$ cat src/rtl/sd_clk_gen_if.sv
// Control/strobe bundle between the register block, the SD clock divider and
// the cmd/data serialisers.
interface sd_clk_gen_if #(
  parameter int DIV_W = 8
);
  logic             enable;
  logic [DIV_W-1:0] divider;
  logic             stop_req;
  logic             sd_clk;
  logic             rise;
  logic             fall;
  logic             stopped;

  modport master (
    output enable, divider, stop_req,
    input  sd_clk, rise, fall, stopped
  );

  modport slave (
    input  enable, divider, stop_req,
    output sd_clk, rise, fall, stopped
  );
endinterface

$ cat src/rtl/sd_clk_gen.sv
// SD card clock divider: registered sd_clk with edge-aligned rise/fall strobes,
// low-phase freeze on stop_req and glitch-free enable/disable.
module sd_clk_gen #(
  parameter int DIV_W = 8
) (
  input  logic        clk,
  input  logic        rst,
  sd_clk_gen_if.slave bus
);

  typedef enum logic [1:0] {
    ST_IDLE = 2'd0,
    ST_LOW  = 2'd1,
    ST_HIGH = 2'd2
  } state_e;

  state_e           state_q, state_d;
  logic [DIV_W-1:0] cnt_q, cnt_d;
  logic [DIV_W-1:0] div_q, div_d;
  logic             sd_clk_q, sd_clk_d;
  logic             rise_q, rise_d;
  logic             fall_q, fall_d;
  logic             stopped_q, stopped_d;
  logic             tc_s;

  assign tc_s = (cnt_q == div_q);

  // State and output registers, synchronous active-low reset.
  always_ff @(posedge clk) begin
    if (!rst) begin
      state_q   <= ST_IDLE;
      cnt_q     <= {DIV_W{1'b0}};
      div_q     <= {DIV_W{1'b0}};
      sd_clk_q  <= 1'b0;
      rise_q    <= 1'b0;
      fall_q    <= 1'b0;
      stopped_q <= 1'b1;
    end else begin
      state_q   <= state_d;
      cnt_q     <= cnt_d;
      div_q     <= div_d;
      sd_clk_q  <= sd_clk_d;
      rise_q    <= rise_d;
      fall_q    <= fall_d;
      stopped_q <= stopped_d;
    end
  end

  // Next-state and next-output logic; the divider is only latched when a low phase begins.
  always_comb begin
    state_d   = state_q;
    cnt_d     = cnt_q;
    div_d     = div_q;
    sd_clk_d  = sd_clk_q;
    rise_d    = 1'b0;
    fall_d    = 1'b0;
    stopped_d = stopped_q;
    case (state_q)
      ST_IDLE: begin
        sd_clk_d = 1'b0;
        if (bus.enable) begin
          state_d   = ST_LOW;
          cnt_d     = {DIV_W{1'b0}};
          div_d     = bus.divider;
          stopped_d = 1'b0;
        end else begin
          state_d   = ST_IDLE;
          stopped_d = 1'b1;
        end
      end
      ST_LOW: begin
        sd_clk_d = 1'b0;
        // Disable has priority over a pending stop so the clock always parks in IDLE.
        if (!bus.enable) begin
          state_d   = ST_IDLE;
          cnt_d     = {DIV_W{1'b0}};
          stopped_d = 1'b1;
        end else if (!tc_s) begin
          cnt_d     = cnt_q + DIV_W'(1);
          stopped_d = 1'b0;
        end else if (bus.stop_req) begin
          stopped_d = 1'b1;
        end else begin
          state_d   = ST_HIGH;
          sd_clk_d  = 1'b1;
          rise_d    = 1'b1;
          cnt_d     = {DIV_W{1'b0}};
          stopped_d = 1'b0;
        end
      end
      ST_HIGH: begin
        sd_clk_d  = 1'b1;
        stopped_d = 1'b0;
        if (!tc_s) begin
          cnt_d = cnt_q + DIV_W'(1);
        end else begin
          fall_d   = 1'b1;
          sd_clk_d = 1'b0;
          cnt_d    = {DIV_W{1'b0}};
          div_d    = bus.divider;
          if (bus.enable) begin
            state_d   = ST_LOW;
            stopped_d = 1'b0;
          end else begin
            state_d   = ST_IDLE;
            stopped_d = 1'b1;
          end
        end
      end
      default: begin
        state_d   = ST_IDLE;
        cnt_d     = {DIV_W{1'b0}};
        sd_clk_d  = 1'b0;
        stopped_d = 1'b1;
      end
    endcase
  end

  assign bus.sd_clk  = sd_clk_q;
  assign bus.rise    = rise_q;
  assign bus.fall    = fall_q;
  assign bus.stopped = stopped_q;

endmodule
$ cat src/flat_wrapper.sv
// flat-port wrapper written by rule: the top's interface ports become plain ports
module sd_clk_gen_flat 
#(
  parameter int DIV_W = 8
)
  (clk, rst, bus_enable, bus_divider, bus_stop_req, bus_sd_clk, bus_rise, bus_fall, bus_stopped);
  sd_clk_gen_if #(.DIV_W(DIV_W)) bus_i ();
  input  logic clk;
  input  logic rst;
  input wire logic [$bits(bus_i.enable)-1:0] bus_enable;
  input wire logic [$bits(bus_i.divider)-1:0] bus_divider;
  input wire logic [$bits(bus_i.stop_req)-1:0] bus_stop_req;
  output wire logic [$bits(bus_i.sd_clk)-1:0] bus_sd_clk;
  output wire logic [$bits(bus_i.rise)-1:0] bus_rise;
  output wire logic [$bits(bus_i.fall)-1:0] bus_fall;
  output wire logic [$bits(bus_i.stopped)-1:0] bus_stopped;
  assign bus_i.enable = bus_enable;
  assign bus_i.divider = bus_divider;
  assign bus_i.stop_req = bus_stop_req;
  assign bus_sd_clk = bus_i.sd_clk;
  assign bus_rise = bus_i.rise;
  assign bus_fall = bus_i.fall;
  assign bus_stopped = bus_i.stopped;
  sd_clk_gen #(.DIV_W(DIV_W)) u_core (.clk(clk), .rst(rst), .bus(bus_i));
endmodule
$ cat config.mk
export PLATFORM = sky130hd
export DESIGN_NAME = sd_clk_gen_flat
export DESIGN_NICKNAME = d
export VERILOG_FILES = /design/src/rtl/sd_clk_gen_if.sv /design/src/rtl/sd_clk_gen.sv /design/src/flat_wrapper.sv
export SDC_FILE = /design/constraint.sdc
export NUM_CORES = 1
export LEC_CHECK = 0
export ABC_AREA = 1
export CAP_MARGIN = 15
export CORE_ASPECT_RATIO = 1.1
export CORE_MARGIN = 2
export CORE_UTILIZATION = 58
export CTS_BUF_LIST = sky130_fd_sc_hd__clkbuf_16
export DETAILED_ROUTE_END_ITERATION = 7
export GPL_ROUTABILITY_DRIVEN = 0
export PLACE_DENSITY = 0.88
export REMOVE_ABC_BUFFERS = 1
export SKIP_CTS_REPAIR_TIMING = 1
export SLEW_MARGIN = 20
export SYNTH_ARGS = -nofsm -noshare
export SYNTH_HDL_FRONTEND = slang
export SYNTH_SLANG_ARGS = --single-unit
export TNS_END_PERCENT = 50
$ cat constraint.sdc
create_clock -name clk -period 5.3 [get_ports clk]
set_clock_uncertainty 0.2 [all_clocks]
set_input_delay 0.53 -clock clk [delete_from_list [all_inputs] [get_ports clk]]
set_output_delay 0.53 -clock clk [all_outputs]
set_load 0.03 [all_outputs]
==> flow_summary.ini <==
[grt]
grt_max_degree = 14
grtUsageTotal_pct = 25.7
antenna_found_initial = 0
grt_pass1_vias = 1221
grt_pass1_wl_um = 4970
gr-total-overflow = 0

[synth]
syn_inst = 200
synth_compound_area_share_pct = 5.04
synth_xor_area_share_pct = 3.39
synth.area.mux_share_pct = 0
synth_most_common_cell = nand2_1
yosys_warnings = 0
synth-adder-area-share_pct = 5.81
synth_async_sr_flop_share_pct = 0
netlist_top_cells_area = dfxtp_1 (34%), nand2_1 (16%), nand3_1 (12%), inv_1 (8.4%), nor2_1 (6.1%)
synth_area_um2 = 1290
ys.flop_type = dfxtp_1
ys_seq_area_share_pct = 34.1
yosys.area.top_type_share_pct = 34.1
synth_top_family_by_area = simple AND/OR/NAND/NOR gates
yosysUniqueCellTypes = 20
syn_area_per_cell_um2 = 6.46
synth_edf_count = 0
synth.largest_area_cell = dfxtp_1
synthSimpleGateAreaFrac_pct = 41.1
ys_ff_latch = 22
yosys-top-cells-count = nand2_1 (56), nand3_1 (30), inv_1 (29)

[final_layout]
fin_util_pct = 74.2
syn_to_final_growth_pct = 18.6
drive_above_1_share_pct = 4.63
final_net_count = 235
fillers = 168
multi_input_area_um2 = 714
seqCellArea_um2 = 440
antenna_cells = 0

[detailed_routing]
vias = 1344
ant_nets = 0
routedWlPerCell_um = 12.2
wl_um = 2990
drt_iter0_markers = 53
vias_per_cell = 5.51
first_pass_iters = 4
drc = 0

[power_and_ir_drop]
power_density_nw_per_um2 = 285
switching_share_pct = 28.5
leakagePower_nw = 0.717
cellInternalPower_mw = 0.312
ir_worst_vdd_uv = 246
comb_power_share_pct = 20.7
p_clk_share_pct = 36.5
p_sw_mw = 0.124
p_seq_share_pct = 42.8

[sta]
slew_headroom_pct = 63.8
hold_viol = 0
tightest_slew_ps = 543
max_freq_ghz = 0.453
setup_violations = 0
rsz0062_at_grt = false
setup-tns-final_ps = 0
holdWs_ps = 285
timing.final.crit_period_ps = 2210
fin_ws_ps = 3090
fin_crit_sh_pct = 41.7
finalMaxSlewViolations = 0

[clock_tree]
clk_pin_slew_worst_paths_ps = 60
clk_latency_ps = 260
cts_buffers = 3
cts_max_path_buffers = 2
root_buffer = clkbuf_16
htree_num_levels = 1
numClockSinks = 22
cts_tree = built

[place]
dp_worst_setup_slack_ps = 2870
hpwl_um = 2320
port_buffers = 15

[die]
rows = 17
dieArea_um2 = 2620
pin_count = 16
start_util_pct = 62.6
chipWidth_um = 49.0
core_area_um2 = 2060
die_y_um = 53.5

[critical_path]
crit_slowest_cell = clkdlybuf4s50_1
required_ps = 5240
worstSetupStartpointType = input port
worstPathMaxFanout = 10
crit_buf_inv = 3
critical-path-top-delay-family = simple AND/OR/NAND/NOR gates
max_stage_delay_ps = 520
worstPathArrival_ps = 2150
worstSetupPathType = input port to flop
crit_path_cell_trace = clkdlybuf4s50_1, inv_1, nand2_2, inv_1, nor2_2, nand2_1, nand2_1, a21oi_1
crit_path_end_kind = flop

[hold_path]
hold_class = flop to flop

[run_status]
outcome = finished, final reports clean

[job]
cap_viol_max_count = 0
==> registers in the layout, summed over array words and instances, names as in the netlist <==
signal / flops
u_core.cnt_q: 8
u_core.div_q: 8
u_core.state_q: 2
u_core.bus.fall: 1
u_core.bus.rise: 1
u_core.bus.sd_clk: 1
u_core.bus.stopped: 1
==> per-layer routing <==
metal / vias to the layer above / part of all wire (%) / global-route usage [%]
met3: 9 / 6.2 / 4.24
met5: - / 0 / 0
met4: 0 / 2.6 / 16.2
met2: 62 / 49 / 47.7
li1: 659 / - / -
met1: 614 / 42 / 27.5
==> kinds of logic after synthesis <==
group / Yosys count
AO/OA/AOI/OAI: 13
XOR/XNOR: 5
adder cells (fa/ha/maj): 6
buffers and inverters: 33
flip-flops: 22
AND/OR/NAND/NOR: 121
==> layout by cell type, fill, tap and decap left out <==
cell type / n
nand4_1: 3
xor2_1: 2
nor2_2: 3
nand2_2: 3
nand3b_1: 1
nand4_2: 1
clkdlybuf4s50_1: 15
nor3_1: 3
nand2_1: 56
clkbuf_16: 3
xnor2_1: 3
a21oi_1: 11
nor2_1: 21
ha_1: 6
o21ai_0: 2
dfxtp_1: 22
inv_1: 29
nand3_1: 30
clkinv_1: 2
==> power groups by stage <==
stage / Combinational, mW / Sequential [mW] / Clock [mW]
2_1_floorplan: 0.0618 / 0.189 / 0
4_1_cts: 0.0891 / 0.187 / 0.163
3_3_place_gp: 0.0850 / 0.190 / 0
6_report: 0.0901 / 0.187 / 0.159
3_5_place_dp: 0.0887 / 0.190 / 0
5_1_grt: 0.101 / 0.188 / 0.167
==> final timing paths <==
check,from,end,slack [ps],cells after the start
worst max register to register,u_core.cnt_q[7],u_core.div_q[3],3220,8
worst max-delay path,bus_enable,u_core.div_q[3],3090,8
worst min-delay path,u_core.div_q[2],u_core.div_q[2],280,2
worst min register to register,u_core.div_q[2],u_core.div_q[2],280,2
==> worst register-to-register path: stages, from the launching register on <==
cell     delay (ps)
dfxtp_1         410
xnor2_1         150
nand2_1          80
nor2_2          170
nand2_2         180
nand2_1         320
nand2_1         260
nand2_1         140
a21oi_1          60
==> cell type report <==
cell class | count | share of cell area, %
clock buffer | 3 | 4.90
clock inverter | 1 | 0.245
inverter | 30 | 7.35
multi-input combinational | 145 | 46.7
sequential | 22 | 28.8
tap | 28 | 2.29
timing repair buffer | 15 | 9.80
==> through the flow <==
stage	cell area, um2	power [mW]	cells
after floorplan	1270	0.251	197
after detailed placement	1450	0.279	240
after global routing	1530	0.456	244
after global placement	1450	0.275	240
after CTS	1530	0.439	244
final	1530	0.436	244
Power figures use the tool's default switching activity.
